### src/rtl/memory_sequence_if.sv
// Signal bundle between the round sequencer and its environment: random source,
// player entry, display output and game status.
interface memory_sequence_if;
  logic [3:0] random_number;
  logic       start;
  logic       player_valid;
  logic [3:0] player_value;
  logic       display_valid;
  logic [3:0] display_value;
  logic       awaiting_input;
  logic [4:0] level;
  logic       round_pass;
  logic       game_over;
  logic       game_won;

  modport master (
    output random_number, start, player_valid, player_value,
    input  display_valid, display_value, awaiting_input, level,
    input  round_pass, game_over, game_won
  );

  modport slave (
    input  random_number, start, player_valid, player_value,
    output display_valid, display_value, awaiting_input, level,
    output round_pass, game_over, game_won
  );
endinterface

### src/rtl/memory_sequence.sv
// Round sequencer for the rotating memory game: grows a random pattern by one element
// per round, replays it to the display, then checks the player's entries against it.
module memory_sequence #(
  parameter int unsigned MAX_LEN        = 16,
  parameter int unsigned DISPLAY_CYCLES = 4
) (
  input logic               clk,
  input logic               clr,
  memory_sequence_if.slave  bus
);

  typedef enum logic [2:0] {
    StIdle,
    StAppend,
    StShow,
    StGap,
    StInput,
    StPass,
    StFail
  } state_e;

  localparam int unsigned IdxW     = (MAX_LEN > 1) ? $clog2(MAX_LEN) : 1;
  localparam logic [4:0]  MaxLen   = 5'(MAX_LEN);
  localparam logic [7:0]  LastTick = 8'(DISPLAY_CYCLES - 1);

  state_e     state_q, state_d;
  logic [4:0] len_q, len_d;
  logic [4:0] idx_q, idx_d;
  logic [7:0] timer_q, timer_d;
  logic [3:0] pat_q [MAX_LEN];
  logic       pat_we;
  logic [3:0] cur_val;
  logic       last_idx;

  // idx and len never exceed MAX_LEN-1 when used as indices, so the low bits suffice.
  assign cur_val  = pat_q[idx_q[IdxW-1:0]];
  assign last_idx = (idx_q == len_q - 5'd1);

  always_ff @(posedge clk or posedge clr) begin
    if (clr) begin
      state_q <= StIdle;
      len_q   <= '0;
      idx_q   <= '0;
      timer_q <= '0;
      for (int i = 0; i < int'(MAX_LEN); i++) begin
        pat_q[i] <= '0;
      end
    end else begin
      state_q <= state_d;
      len_q   <= len_d;
      idx_q   <= idx_d;
      timer_q <= timer_d;
      if (pat_we) begin
        pat_q[len_q[IdxW-1:0]] <= bus.random_number;
      end
    end
  end

  always_comb begin
    state_d = state_q;
    len_d   = len_q;
    idx_d   = idx_q;
    timer_d = timer_q;
    pat_we  = 1'b0;
    unique case (state_q)
      StIdle: begin
        if (bus.start) begin
          len_d   = '0;
          state_d = StAppend;
        end
      end
      StAppend: begin
        pat_we  = 1'b1;
        len_d   = len_q + 5'd1;
        idx_d   = '0;
        timer_d = '0;
        state_d = StShow;
      end
      StShow: begin
        if (timer_q == LastTick) begin
          timer_d = '0;
          state_d = StGap;
        end else begin
          timer_d = timer_q + 8'd1;
        end
      end
      StGap: begin
        if (last_idx) begin
          idx_d   = '0;
          state_d = StInput;
        end else begin
          idx_d   = idx_q + 5'd1;
          state_d = StShow;
        end
      end
      StInput: begin
        if (bus.player_valid) begin
          if (bus.player_value != cur_val) begin
            state_d = StFail;
          end else if (last_idx) begin
            state_d = StPass;
          end else begin
            idx_d = idx_q + 5'd1;
          end
        end
      end
      StPass: begin
        state_d = (len_q == MaxLen) ? StIdle : StAppend;
      end
      StFail: begin
        state_d = StIdle;
      end
      default: begin
        state_d = StIdle;
      end
    endcase
  end

  assign bus.display_valid  = (state_q == StShow);
  assign bus.display_value  = (state_q == StShow) ? cur_val : 4'd0;
  assign bus.awaiting_input = (state_q == StInput);
  assign bus.level          = len_q;
  assign bus.round_pass     = (state_q == StPass);
  assign bus.game_won       = (state_q == StPass) && (len_q == MaxLen);
  assign bus.game_over      = (state_q == StFail);

endmodule

### src/flat_wrapper.sv
// flat-port wrapper written by rule: the top's interface ports become plain ports
module memory_sequence_flat 
#(
  parameter int unsigned MAX_LEN        = 16,
  parameter int unsigned DISPLAY_CYCLES = 4
)
  (clk, clr, bus_random_number, bus_start, bus_player_valid, bus_player_value, bus_display_valid, bus_display_value, bus_awaiting_input, bus_level, bus_round_pass, bus_game_over, bus_game_won);
  memory_sequence_if bus_i ();
  input logic clk;
  input logic clr;
  input wire logic [$bits(bus_i.random_number)-1:0] bus_random_number;
  input wire logic [$bits(bus_i.start)-1:0] bus_start;
  input wire logic [$bits(bus_i.player_valid)-1:0] bus_player_valid;
  input wire logic [$bits(bus_i.player_value)-1:0] bus_player_value;
  output wire logic [$bits(bus_i.display_valid)-1:0] bus_display_valid;
  output wire logic [$bits(bus_i.display_value)-1:0] bus_display_value;
  output wire logic [$bits(bus_i.awaiting_input)-1:0] bus_awaiting_input;
  output wire logic [$bits(bus_i.level)-1:0] bus_level;
  output wire logic [$bits(bus_i.round_pass)-1:0] bus_round_pass;
  output wire logic [$bits(bus_i.game_over)-1:0] bus_game_over;
  output wire logic [$bits(bus_i.game_won)-1:0] bus_game_won;
  assign bus_i.random_number = bus_random_number;
  assign bus_i.start = bus_start;
  assign bus_i.player_valid = bus_player_valid;
  assign bus_i.player_value = bus_player_value;
  assign bus_display_valid = bus_i.display_valid;
  assign bus_display_value = bus_i.display_value;
  assign bus_awaiting_input = bus_i.awaiting_input;
  assign bus_level = bus_i.level;
  assign bus_round_pass = bus_i.round_pass;
  assign bus_game_over = bus_i.game_over;
  assign bus_game_won = bus_i.game_won;
  memory_sequence #(.MAX_LEN(MAX_LEN), .DISPLAY_CYCLES(DISPLAY_CYCLES)) u_core (.clk(clk), .clr(clr), .bus(bus_i));
endmodule
### config.mk
export PLATFORM = sky130hd
export DESIGN_NAME = memory_sequence_flat
export DESIGN_NICKNAME = d
export VERILOG_FILES = /design/src/rtl/memory_sequence_if.sv /design/src/rtl/memory_sequence.sv /design/src/flat_wrapper.sv
export SDC_FILE = /design/constraint.sdc
export NUM_CORES = 1
export LEC_CHECK = 0
export CAP_MARGIN = 20
export CORE_MARGIN = 5
export CORE_UTILIZATION = 55
export DETAILED_ROUTE_END_ITERATION = 7
export PLACE_DENSITY = 0.74
export SYNTH_ARGS = -nofsm -noshare
export SYNTH_HDL_FRONTEND = slang
export SYNTH_SLANG_ARGS = --single-unit
### constraint.sdc
create_clock -name clk -period 6.4 [get_ports clk]
set_input_delay 1.28 -clock clk [delete_from_list [all_inputs] [get_ports clk]]
set_output_delay 1.28 -clock clk [all_outputs]
set_load 0.02 [all_outputs]
==> results of run 1 <==
==> metrics by stage <==
stage,cells,util,worst slack [ps]
floorplan,370,-,2930
global placement,476,0.608,2450
detailed placement,476,0.608,2370
CTS,492,0.638,1970
global route,493,0.641,1850
finish,493,0.641,1980
==> cells in the mapped netlist, types with 2 or more instances <==
master	number	area [µm²]
sky130_fd_sc_hd__dfrtp_1	85	2130
sky130_fd_sc_hd__mux2_2	67	754
sky130_fd_sc_hd__nand2_1	30	113
sky130_fd_sc_hd__o21ai_0	23	115
sky130_fd_sc_hd__clkbuf_1	18	67.6
sky130_fd_sc_hd__mux4_2	13	293
sky130_fd_sc_hd__and3_1	12	75.1
sky130_fd_sc_hd__inv_1	10	37.5
sky130_fd_sc_hd__mux2i_1	10	100
sky130_fd_sc_hd__nor2_1	10	37.5
sky130_fd_sc_hd__nand3_1	9	45.0
sky130_fd_sc_hd__a21oi_1	7	35.0
sky130_fd_sc_hd__ha_1	7	87.6
sky130_fd_sc_hd__nor2b_1	7	43.8
sky130_fd_sc_hd__nor3_1	7	35.0
sky130_fd_sc_hd__a31oi_1	5	31.3
sky130_fd_sc_hd__or3_1	5	31.3
sky130_fd_sc_hd__xor2_1	5	43.8
sky130_fd_sc_hd__a21o_1	3	22.5
sky130_fd_sc_hd__and2_1	3	18.8
sky130_fd_sc_hd__mux4_1	3	78.8
sky130_fd_sc_hd__nand4_1	3	18.8
sky130_fd_sc_hd__a22o_1	2	17.5
sky130_fd_sc_hd__buf_2	2	10.0
sky130_fd_sc_hd__nand2b_1	2	12.5
sky130_fd_sc_hd__nor4_1	2	12.5
sky130_fd_sc_hd__o21bai_1	2	15.0
sky130_fd_sc_hd__o31ai_1	2	15.0
sky130_fd_sc_hd__or2_2	2	12.5
sky130_fd_sc_hd__or4b_2	2	20.0
sky130_fd_sc_hd__xnor2_1	2	17.5
==> power breakdown <==
part           switching, mW  internal [mW]  total, mW
registers            0.00840          0.552      0.560
clock network          0.194          0.242      0.436
logic                 0.0283         0.0289     0.0572
==> registers in the layout, indices dropped and copies added, names as in the netlist <==
register	cells
u_core.idx_q	5
u_core.state_q	3
u_core.timer_q	8
u_core.bus.level	5
u_core.pat_q	64
==> placed cells by master, fill, tap and decap left out, drive strengths merged, types with 9 or more instances in the layout <==
master         instances
nor2                  10
o21ai                 24
mux4                  16
dfrtp                 85
inv                   10
mux2                  67
nand2                 30
clkdlybuf4s50         25
clkbuf                11
mux2i                 10
and3                  12
nand3                  9
==> routing by layer <==
metal  vias up  share of wire
met5         -              0
met4         0          0.011
met3        14          0.051
met2        78           0.49
met1      1487           0.45
li1       1382              -
==> worst max-delay path, stage by stage, from the launching register on <==
cell and delay [ps]:
sky130_fd_sc_hd__dfrtp_1 960, sky130_fd_sc_hd__mux4_2 610, sky130_fd_sc_hd__mux4_2 510, sky130_fd_sc_hd__nor2b_1 160, sky130_fd_sc_hd__clkdlybuf4s50_1 550
==> final timing paths <==
kind | startpoint | to | slack (ps) | cells past startpoint
min in group asynchronous | clr | u_core.pat_q[10]$_DFFE_PP0P_ | 1270 | 3
min | u_core.timer_q[7]$_DFFE_PP0P_ | u_core.timer_q[7]$_DFFE_PP0P_ | 490 | 1
max | u_core.idx_q[2]$_DFFE_PP0P_ | bus_display_value[0] | 1980 | 4
max in group asynchronous | clr | u_core.pat_q[9]$_DFFE_PP0P_ | 4520 | 4
min reg2reg | u_core.timer_q[7]$_DFFE_PP0P_ | u_core.timer_q[7]$_DFFE_PP0P_ | 490 | 1
max reg2reg | u_core.idx_q[0]$_DFFE_PP0P_ | u_core.idx_q[3]$_DFFE_PP0P_ | 2940 | 7
==> area by class of cell <==
cell class | count | area [µm²] | area share
Clock buffer | 11 | 151 | 0.0302
Clock inverter | 5 | 81.3 | 0.0162
Inverter | 10 | 38.8 | 0.00775
Multi-Input combinational cell | 253 | 2200 | 0.439
Sequential cell | 85 | 2130 | 0.425
Tap cell | 102 | 128 | 0.0255
Timing Repair Buffer | 27 | 285 | 0.0570
==> kinds of logic after synthesis <==
kind of cell	share of synthesized area
flip-flops	0.478
buffers and inverters	0.0292
multiplexers	0.275
XOR/XNOR	0.0174
AO/OA/AOI/OAI	0.0700
adder cells (fa/ha/maj)	0.0197
AND/OR/NAND/NOR	0.111
==> results_tabular.tex, run 1 <==
\begin{tabular}{lr}
\hline
Metric & Value \\
\hline
\multicolumn{2}{l}{\textbf{Logic synthesis}} \\
Post-Syn Nets & approximately 390 \\
Flop and latch count out of synthesis & 85 \\
Synthesis Warnings & 0 \\
Share of synthesized registers carrying an async set or reset & 1.00 \\
Post-Synthesis Mean Instance Area & 12.0 µm² \\
Number of distinct library cells after synthesis & 41 \\
Leading register cell type out of synthesis & sky130\_fd\_sc\_hd\_\_dfrtp\_1 \\
EDFF count, synth & 0 \\
Post-synthesis cell count & 370 \\
Netlist area before placement & between 0.004 and 0.005 mm² \\
Sequential share of the synthesized area & 0.478 \\
\multicolumn{2}{l}{\textbf{Timing}} \\
TNS Setup & 0 ps \\
Worst-case hold slack & 489 ps \\
Final Cycle Share & 0.691 \\
Slew at the pin closest to its max-slew limit & $\sim$900 ps \\
Fin. max-slew vios & 0 \\
\# setup viols final & 0 \\
Final min period & 4420 ps \\
Worst max-slew margin expressed relative to the limit & 0.382 \\
Setup repair after global routing missed its margin & no \\
Worst Skew & 8.41 ps \\
Maximum achievable frequency & 0.226 GHz \\
Fin. Hold Viols & 0 \\
\multicolumn{2}{l}{\textbf{Job}} \\
Number of maximum-capacitance violations & 0 \\
\multicolumn{2}{l}{\textbf{Clock tree}} \\
H-tree levels & 3 \\
Maximum clock path buffer count & 2 \\
Clock transition at the register clock pins on the worst setup and hold paths after CTS & roughly 90 ps \\
Number of buffers added by the clock tree synthesis step & 9 \\
Number of buffers inserted by post-CTS setup repair & 0 \\
TritonCTS clock tree & built \\
CTS sink count & 85 \\
Post-cts resize count & 0 \\
Source-to-sink clock delay at the later pin of the worst-skew pair & 350 ps \\
Number of buffers inserted for hold repair after clock tree synthesis & 0 \\
Cell at the root of the clock tree & sky130\_fd\_sc\_hd\_\_clkbuf\_8 \\
\multicolumn{2}{l}{\textbf{Min path}} \\
Hold Path Class & flop to flop \\
\multicolumn{2}{l}{\textbf{Final layout}} \\
Layout Cell Area excl Fill & 0.00501 mm² \\
Number of inserted filler cells in the final layout & 593 \\
Antenna Cells & 0 \\
Area delta synth->final & 12.4\% \\
Share of post-route cells with drive strength above 1 & 0.274 \\
Post-layout nets & 405 \\
\multicolumn{2}{l}{\textbf{Critical path}} \\
Class of the most critical setup path & flop to primary output \\
Startpoint type of the worst setup path & flop \\
Data required, critical path & 5120 ps \\
Highest net fanout along the worst path & 25 \\
Sort of element at the end of the critical path & primary output \\
Arrival time reported for the critical path endpoint & approximately 3100 ps \\
\multicolumn{2}{l}{\textbf{Floorplan}} \\
Initial Util & 0.570 \\
Vertical extent of the die & 100 µm \\
\# rows & 32 \\
Count of pins on the block boundary & 26 \\
Horizontal die dimension & 100 µm \\
Core region area & $\sim$0.0078 mm² \\
Die Footprint & 0.0100 mm² \\
\multicolumn{2}{l}{\textbf{Power and ir drop}} \\
Total power density per cell area & 210 mW/mm² \\
Max rail drop VDD & 139 µV \\
Total Power & roughly 1.1 mW \\
Standby leakage power & about 2.2 nW \\
\multicolumn{2}{l}{\textbf{Placement}} \\
Final Wtd Congestion & 0.874 \\
Port Buffer Count & 25 \\
Half-perimeter wire length of the detailed placement result & 6.70 mm \\
Cell area after placement & 0.00475 mm² \\
\multicolumn{2}{l}{\textbf{Routing}} \\
Via Count & 2,961 \\
DR DRC count & 0 \\
ANT nets after route & 0 \\
Detailed-route vias per instance & around 6 \\
Violation count after the first detailed-routing iteration & 179 \\
Routed wire per std cell & 19.5 µm \\
WL final & 9.62 mm \\
Total iterations of the first detailed-routing run & 4 \\
\multicolumn{2}{l}{\textbf{Global routing}} \\
All-Layer GR Usage & 0.205 \\
Overflow left after global routing & 0 \\
Grt met1 use & 0.292 \\
Via count of the first global-routing pass & slightly below 3k \\
Global-route wire length before repair & 15.6 mm \\
Global routing met3 resource utilization & 0.0424 \\
Antenna violations before repair & 0 \\
Maximum number of pins on one net before global-route repair & 86 \\
Layer with the highest usage & met2 \\
Met2 usage in global routing & 0.323 \\
\multicolumn{2}{l}{\textbf{Run status}} \\
Outcome & complete, no violations \\
\hline
\end{tabular}
Power figures use the tool's default switching activity.
==> run 2, diff against run 1 <==
- CORE_UTILIZATION: 55 -> 54
- PLACE_DENSITY: 0.74 -> 0.76
- clock period: 6.4 -> 4.05 ns (I/O delays scaled with it)
==> run 2 against run 1 <==
Against the previous run:
- sequential cell count did not move
- sequential power is 58% higher
- via count is 2.1% higher
- count of clock-buffer cells in the layout decreased by 2
- combinational power increased by 64%
- setup slack worse by 1600 ps
- die area rose by 1.7%
- core utilization down 2.0 points
- final area is 0.87% higher
- critical path depth rose by 2
- register-to-register slack lost 2000 ps
- hold slack better by 19 ps
==> results_tabular.tex, run 2 (synthesis gave the netlist of run 1 again) <==
\begin{tabular}{lr}
\hline
Metric & Value \\
\hline
\multicolumn{2}{l}{\textbf{Run status}} \\
Outcome & complete, no violations \\
\multicolumn{2}{l}{\textbf{Clock tree}} \\
Number of buffers inserted for hold repair after clock tree synthesis & 0 (unchanged) \\
Maximum clock path buffer count & 2 (unchanged) \\
Cell at the root of the clock tree & sky130\_fd\_sc\_hd\_\_clkbuf\_8 \\
Source-to-sink clock delay at the later pin of the worst-skew pair & 370 ps (+20 ps) \\
Post-cts resize count & 0 (unchanged) \\
H-tree levels & 3 (unchanged) \\
CTS sink count & 85 (unchanged) \\
Number of buffers inserted by post-CTS setup repair & 0 (unchanged) \\
Number of buffers added by the clock tree synthesis step & 9 (unchanged) \\
Clock transition at the register clock pins on the worst setup and hold paths after CTS & 90 ps (about the same) \\
TritonCTS clock tree & built \\
\multicolumn{2}{l}{\textbf{Critical path}} \\
Cell occurring most often along the worst timing path & sky130\_fd\_sc\_hd\_\_mux2i\_1 \\
Cell with the largest stage delay on the worst path & sky130\_fd\_sc\_hd\_\_dfrtp\_1 \\
Startpoint type of the worst setup path & flop \\
Highest net fanout along the worst path & 18 (-28\%) \\
Cell chain of the critical path & buf\_4, mux4\_2, mux2i\_1, mux2i\_1, and2\_1, clkdlybuf4s50\_1 \\
Class of the most critical setup path & flop to primary output \\
Arrival time reported for the critical path endpoint & 2820 ps (-320 ps) \\
Data required, critical path & 3240 ps (-1880 ps) \\
Sort of element at the end of the critical path & primary output \\
Longest individual stage delay on the worst path & 580 ps (-380 ps) \\
Slack of the worst reg-to-reg path & 990 ps (-1950 ps) \\
\multicolumn{2}{l}{\textbf{Final layout}} \\
Area delta synth->final & 13.4\% \\
Antenna Cells & 0 (unchanged) \\
Most used cells in the layout excluding fill and tap cells & sky130\_fd\_sc\_hd\_\_dfrtp\_1, sky130\_fd\_sc\_hd\_\_mux2\_2, sky130\_fd\_sc\_hd\_\_nand2\_1 \\
Final Util & 0.621 (-0.0204) \\
Number of flip-flops in the largest register & 64 (unchanged) \\
Largest registers ranked by flip-flop count & u\_core.pat\_q (64), u\_core.timer\_q (8) \\
Number of inserted filler cells in the final layout & 639 (+7.8\%) \\
Layout Cell Area excl Fill & 0.00505 mm² (+0.87\%) \\
Leading cell type in the layout, fill and taps excluded & sky130\_fd\_sc\_hd\_\_dfrtp\_1 \\
Post-layout nets & 411 (+1.5\%) \\
Share of post-route cells with drive strength above 1 & 0.285 (+0.0110) \\
Register ranked first by flip-flop count & u\_core.pat\_q \\
\multicolumn{2}{l}{\textbf{Timing}} \\
Setup slack after layout & 422 ps (-1560 ps) \\
\# setup viols final & 0 (unchanged) \\
Maximum achievable frequency & 0.276 GHz \\
Setup repair after global routing missed its margin & no \\
Fin. max-slew vios & 0 (unchanged) \\
Fin. Hold Viols & 0 (unchanged) \\
TNS Setup & 0 ps (unchanged) \\
Final Cycle Share & 0.896 \\
Slew at the pin closest to its max-slew limit & 673 ps (-254 ps) \\
Final min period & between 3000 and 4000 ps \\
Worst max-slew margin expressed relative to the limit & 0.550 (+0.168) \\
Worst Skew & 11.2 ps (+2.78 ps) \\
\multicolumn{2}{l}{\textbf{Job}} \\
Number of maximum-capacitance violations & 0 (unchanged) \\
\multicolumn{2}{l}{\textbf{Placement}} \\
Final Wtd Congestion & 0.933 (+6.7\%) \\
Half-perimeter wire length of the detailed placement result & 7.40 mm (+10\%) \\
Post-placement worst setup slack & 817 ps (-1550 ps) \\
Port Buffer Count & 25 (unchanged) \\
Cell area after placement & 0.00480 mm² (+1.0\%) \\
\multicolumn{2}{l}{\textbf{Floorplan}} \\
Horizontal die dimension & 101 µm (+0.83\%) \\
Vertical extent of the die & 101 µm (+0.83\%) \\
Die Footprint & 0.0102 mm² (+1.7\%) \\
Initial Util & 0.547 (-0.0229) \\
Count of pins on the block boundary & 26 (unchanged) \\
\# rows & 33 (+3.1\%) \\
Core region area & 0.00813 mm² (+4.2\%) \\
\multicolumn{2}{l}{\textbf{Global routing}} \\
Via count of the first global-routing pass & 3,124 (+6.9\%) \\
All-Layer GR Usage & 0.213 (+0.00855) \\
Maximum number of pins on one net before global-route repair & 61 (-29\%) \\
Antenna violations before repair & 0 (unchanged) \\
Overflow left after global routing & 0 (unchanged) \\
Global-route wire length before repair & 16.5 mm (+5.5\%) \\
\multicolumn{2}{l}{\textbf{Power and ir drop}} \\
Max rail drop VDD & 196 µV (+41\%) \\
Total power density per cell area & 331 mW/mm² (+57\%) \\
Standby leakage power & 2.20 nW (+1.4\%) \\
Total Power & 1.67 mW (+59\%) \\
\multicolumn{2}{l}{\textbf{Routing}} \\
DR DRC count & 0 (unchanged) \\
ANT nets after route & 0 (unchanged) \\
Routed wire per std cell & 20.2 µm (+3.7\%) \\
Via Count & 3,023 (+2.1\%) \\
Detailed-route vias per instance & 6.02 (+0.26\%) \\
WL final & 10.2 mm (+5.6\%) \\
Total iterations of the first detailed-routing run & 4 (unchanged) \\
Violation count after the first detailed-routing iteration & 119 (-34\%) \\
\multicolumn{2}{l}{\textbf{Min path}} \\
Hold Path Class & flop to flop \\
\hline
\end{tabular}
[run 2: final timing paths]
path                                               from  depth (start not counted)                       endpoint
setup / recovery            u_core.idx_q[2]$_DFFE_PP0P_                          6           bus_display_value[3]
hold / removal             u_core.pat_q[43]$_DFFE_PP0P_                          1   u_core.pat_q[43]$_DFFE_PP0P_
setup reg to reg            u_core.idx_q[2]$_DFFE_PP0P_                          8    u_core.idx_q[3]$_DFFE_PP0P_
hold reg to reg            u_core.pat_q[43]$_DFFE_PP0P_                          1   u_core.pat_q[43]$_DFFE_PP0P_
max in group asynchronous                           clr                          4   u_core.pat_q[33]$_DFFE_PP0P_
min in group asynchronous                           clr                          2  u_core.timer_q[2]$_DFFE_PP0P_
[run 2: metal layers]
metal / up-vias / global-route usage / routed length [µm]
met3: 11 / 0.0360 / 468
li1: 1394 / - / -
met1: 1543 / 0.285 / 4490
met4: 0 / 0.0674 / 143
met5: - / 0 / 0
met2: 75 / 0.356 / 5060
[run 2: metrics by stage]
stage	hold slack (ps)	std cells
final	509	502
after detailed placement	485	485
after CTS	497	501
after global routing	532	502
after floorplan	443	370
after global placement	475	485
[run 2: where the power goes]
group          switching [mW]  total (mW)  internal, mW
Combinational          0.0473      0.0936        0.0464
Clock                   0.335       0.692         0.357
Sequential             0.0145       0.887         0.872
Total                   0.396        1.67          1.28
[run 2: area by class of cell]
| class | count | area, µm² | area share |
|---|---|---|---|
| Multi-Input combinational cell | 253 | 2200 | 0.435 |
| Sequential cell | 85 | 2130 | 0.421 |
| Timing Repair Buffer | 33 | 330 | 0.0654 |
| Tap cell | 105 | 131 | 0.0260 |
| Clock buffer | 9 | 124 | 0.0245 |
| Clock inverter | 7 | 104 | 0.0206 |
| Inverter | 10 | 38.8 | 0.00768 |
[run 2: worst max-delay path: cells and delay by family, from the launching register on]
family	cells	cell delay (ps)
buffers and inverters	2	840
multiplexers	3	840
flip-flops	1	580
AND/OR/NAND/NOR	1	170
==> run 3, diff against run 2 <==
- CORE_UTILIZATION: 54 -> 38
- PLACE_DENSITY: 0.76 -> default
==> run 3 against run 2 <==
Against the previous run:
- register-to-register slack got worse by 80 ps
- wire length grew 2.4%
- sequential share of layout area is 0.91 points lower
- critical path depth down 2
- core utilization shrank 17 points
- setup slack improved by 12 ps
- hold slack worse by 21 ps
- final area rose by 2.2%
- sequential power barely moved
- fmax up 0.32%
- non-clock buffer count stayed put
- count of clock-buffer cells in the layout is 2 higher
- critical path type unchanged
==> results_tabular.tex, run 3 (synthesis gave the netlist of run 1 again) <==
\begin{tabular}{lr}
\hline
Metric & Value \\
\hline
\multicolumn{2}{l}{\textbf{Run status}} \\
Outcome & complete, no violations \\
\multicolumn{2}{l}{\textbf{Timing}} \\
Worst-case hold slack & 488 ps (-20.8 ps) \\
Fin. max-slew vios & 0 (unchanged) \\
Worst max-slew margin expressed relative to the limit & 0.558 (+0.00777) \\
Fin. Hold Viols & 0 (unchanged) \\
Final Cycle Share & 0.893 (-0.00286) \\
Maximum achievable frequency & 0.277 GHz (+0.32\%) \\
Setup repair after global routing missed its margin & no \\
TNS Setup & 0 ps (unchanged) \\
\# setup viols final & 0 (unchanged) \\
Final min period & 3620 ps (-11.6 ps) \\
Slew at the pin closest to its max-slew limit & 663 ps (-10.3 ps) \\
Worst Skew & 6.16 ps (-5.02 ps) \\
\multicolumn{2}{l}{\textbf{Final layout}} \\
Number of flip-flops in the largest register & 64 (unchanged) \\
Most used cells in the layout excluding fill and tap cells & sky130\_fd\_sc\_hd\_\_dfrtp\_1, sky130\_fd\_sc\_hd\_\_mux2\_2, sky130\_fd\_sc\_hd\_\_nand2\_1 \\
Final Util & 0.450 (-0.171) \\
Area delta synth->final & 15.9\% \\
Final standard cell count with taps included and fillers excluded & 540 (+7.6\%) \\
Number of inserted filler cells in the final layout & 1,062 (+66\%) \\
Post-layout nets & 411 (unchanged) \\
Antenna Cells & 0 (unchanged) \\
Multi-input combinational cell area & 0.00220 mm² (unchanged) \\
Share of post-route cells with drive strength above 1 & 0.285 (unchanged) \\
Largest registers ranked by flip-flop count & u\_core.pat\_q (64), u\_core.timer\_q (8) \\
Flip-flop and latch area & 0.00213 mm² (unchanged) \\
Leading cell type in the layout, fill and taps excluded & sky130\_fd\_sc\_hd\_\_dfrtp\_1 \\
Register ranked first by flip-flop count & u\_core.pat\_q \\
\multicolumn{2}{l}{\textbf{Clock tree}} \\
Cell at the root of the clock tree & sky130\_fd\_sc\_hd\_\_clkbuf\_16 \\
Post-cts resize count & 0 (unchanged) \\
Number of buffers added by the clock tree synthesis step & 9 (unchanged) \\
CTS sink count & 85 (unchanged) \\
Number of buffers inserted for hold repair after clock tree synthesis & 0 (unchanged) \\
Clock transition at the register clock pins on the worst setup and hold paths after CTS & 60 ps (-30 ps) \\
Maximum clock path buffer count & 2 (unchanged) \\
Source-to-sink clock delay at the later pin of the worst-skew pair & 330 ps (-40 ps) \\
H-tree levels & 3 (unchanged) \\
TritonCTS clock tree & built \\
Number of buffers inserted by post-CTS setup repair & 0 (unchanged) \\
\multicolumn{2}{l}{\textbf{Routing}} \\
Detailed-route vias per instance & 5.54 (-8.1\%) \\
ANT nets after route & 0 (unchanged) \\
Violation count after the first detailed-routing iteration & 272 (+130\%) \\
DR DRC count & 0 (unchanged) \\
WL final & 10.4 mm (+2.4\%) \\
Via Count & 2,989 (-1.1\%) \\
Routed wire per std cell & 19.3 µm (-4.8\%) \\
Total iterations of the first detailed-routing run & 4 (unchanged) \\
\multicolumn{2}{l}{\textbf{Floorplan}} \\
Vertical extent of the die & 118 µm (+17\%) \\
Core region area & 0.0115 mm² (+41\%) \\
Die Footprint & 0.0140 mm² (+38\%) \\
Count of pins on the block boundary & 26 (unchanged) \\
Horizontal die dimension & 118 µm (+17\%) \\
Initial Util & 0.388 (-0.159) \\
\# rows & 39 (+18\%) \\
\multicolumn{2}{l}{\textbf{Critical path}} \\
Startpoint type of the worst setup path & flop \\
Start point of the critical path & u\_core.idx\_q[3]\$\_DFFE\_PP0P\_ \\
Kind of cell adding the most delay to the critical path & multiplexers \\
Register-to-Register Path Depth & 7 (-1) \\
Reg-to-reg endpoint & u\_core.idx\_q[3]\$\_DFFE\_PP0P\_ \\
Class of the most critical setup path & flop to primary output \\
Arrival time reported for the critical path endpoint & 2810 ps (about the same) \\
Cell chain of the critical path & mux4\_2, mux4\_2, nor2b\_1, clkdlybuf4s50\_1 \\
RR Startpoint & u\_core.idx\_q[0]\$\_DFFE\_PP0P\_ \\
Cell occurring most often along the worst timing path & sky130\_fd\_sc\_hd\_\_mux4\_2 \\
Data required, critical path & 3240 ps (about the same) \\
Sort of element at the end of the critical path & primary output \\
Longest individual stage delay on the worst path & 680 ps (+100 ps) \\
Slack of the worst reg-to-reg path & 910 ps (-80 ps) \\
Highest net fanout along the worst path & 11 (-7) \\
Critical path buffer and inverter count & 1 (-1) \\
Cell with the largest stage delay on the worst path & sky130\_fd\_sc\_hd\_\_dfrtp\_1 \\
\multicolumn{2}{l}{\textbf{Placement}} \\
Port Buffer Count & 25 (unchanged) \\
Final Wtd Congestion & 0.861 (-7.7\%) \\
Total instance count after detailed placement & 524 (+8.0\%) \\
Half-perimeter wire length of the detailed placement result & 7.49 mm (+1.3\%) \\
\multicolumn{2}{l}{\textbf{Global routing}} \\
All-Layer GR Usage & 0.154 (-0.0597) \\
Global-route wire length before repair & 17.2 mm (+4.2\%) \\
Maximum number of pins on one net before global-route repair & 40 (-34\%) \\
Antenna violations before repair & 0 (unchanged) \\
Overflow left after global routing & 0 (unchanged) \\
Via count of the first global-routing pass & 3,098 (-0.83\%) \\
\multicolumn{2}{l}{\textbf{Power and ir drop}} \\
Total power density per cell area & 353 mW/mm² (+6.8\%) \\
Standby leakage power & 2.22 nW (+1.2\%) \\
Max rail drop VDD & 223 µV (+14\%) \\
Total Power & 1.82 mW (+9.1\%) \\
\multicolumn{2}{l}{\textbf{Min path}} \\
Worst hold path startpoint & u\_core.timer\_q[7]\$\_DFFE\_PP0P\_ \\
Hold Path Class & flop to flop \\
Hold-critical path endpoint & u\_core.timer\_q[7]\$\_DFFE\_PP0P\_ \\
Number of cells on the worst hold path & 1 (unchanged) \\
\multicolumn{2}{l}{\textbf{Job}} \\
Number of maximum-capacitance violations & 0 (unchanged) \\
\hline
\end{tabular}
[run 3: report_power, final]
group | switching, mW | leakage, nW | internal, mW
Combinational | 0.0458 | 1.03 | 0.0435
Clock | 0.337 | 0.148 | 0.511
Sequential | 0.0135 | 1.05 | 0.873
[run 3: final cells by class]
class,count,share of cell area
clock buffers,11,0.0490
clock inverters,5,0.0114
inverters,10,0.00751
multi-input cells,253,0.425
flip-flops and latches,85,0.412
well taps,143,0.0347
repair buffers,33,0.0601
[run 3: worst max-delay path by stage]
stage	end	cells past startpoint
after CTS	bus_display_value[0]	4
after global placement	bus_display_value[0]	4
after global routing	bus_display_value[3]	6
after floorplan	u_core.bus.level[0]$_DFFE_PP0P_	1
after detailed placement	bus_display_value[0]	4
final	bus_display_value[0]	4
[run 3: per-stage QoR]
step	setup WS, ps	cell area (µm²)
after floorplan	1050	4450
after global placement	776	4850
after detailed placement	782	4850
after CTS	408	5160
after global routing	274	5160
final	434	5160
[run 3: layer usage]
| layer | vias to the layer above | track usage | share of wire |
|---|---|---|---|
| li1 | 1394 | - | - |
| met3 | 15 | 0.0387 | 0.034 |
| met2 | 63 | 0.245 | 0.48 |
| met5 | - | 0 | 0 |
| met4 | 0 | 0.0344 | 0.017 |
| met1 | 1517 | 0.213 | 0.47 |
[run 3: worst register-to-register path: stages, from the launching register on]
cell,delay (ps)
sky130_fd_sc_hd__dfrtp_1,640
sky130_fd_sc_hd__mux4_2,620
sky130_fd_sc_hd__or4b_2,630
sky130_fd_sc_hd__nand4_1,110
sky130_fd_sc_hd__o21ai_2,80
sky130_fd_sc_hd__o41a_4,480
sky130_fd_sc_hd__or3_1,350
sky130_fd_sc_hd__a21oi_1,150
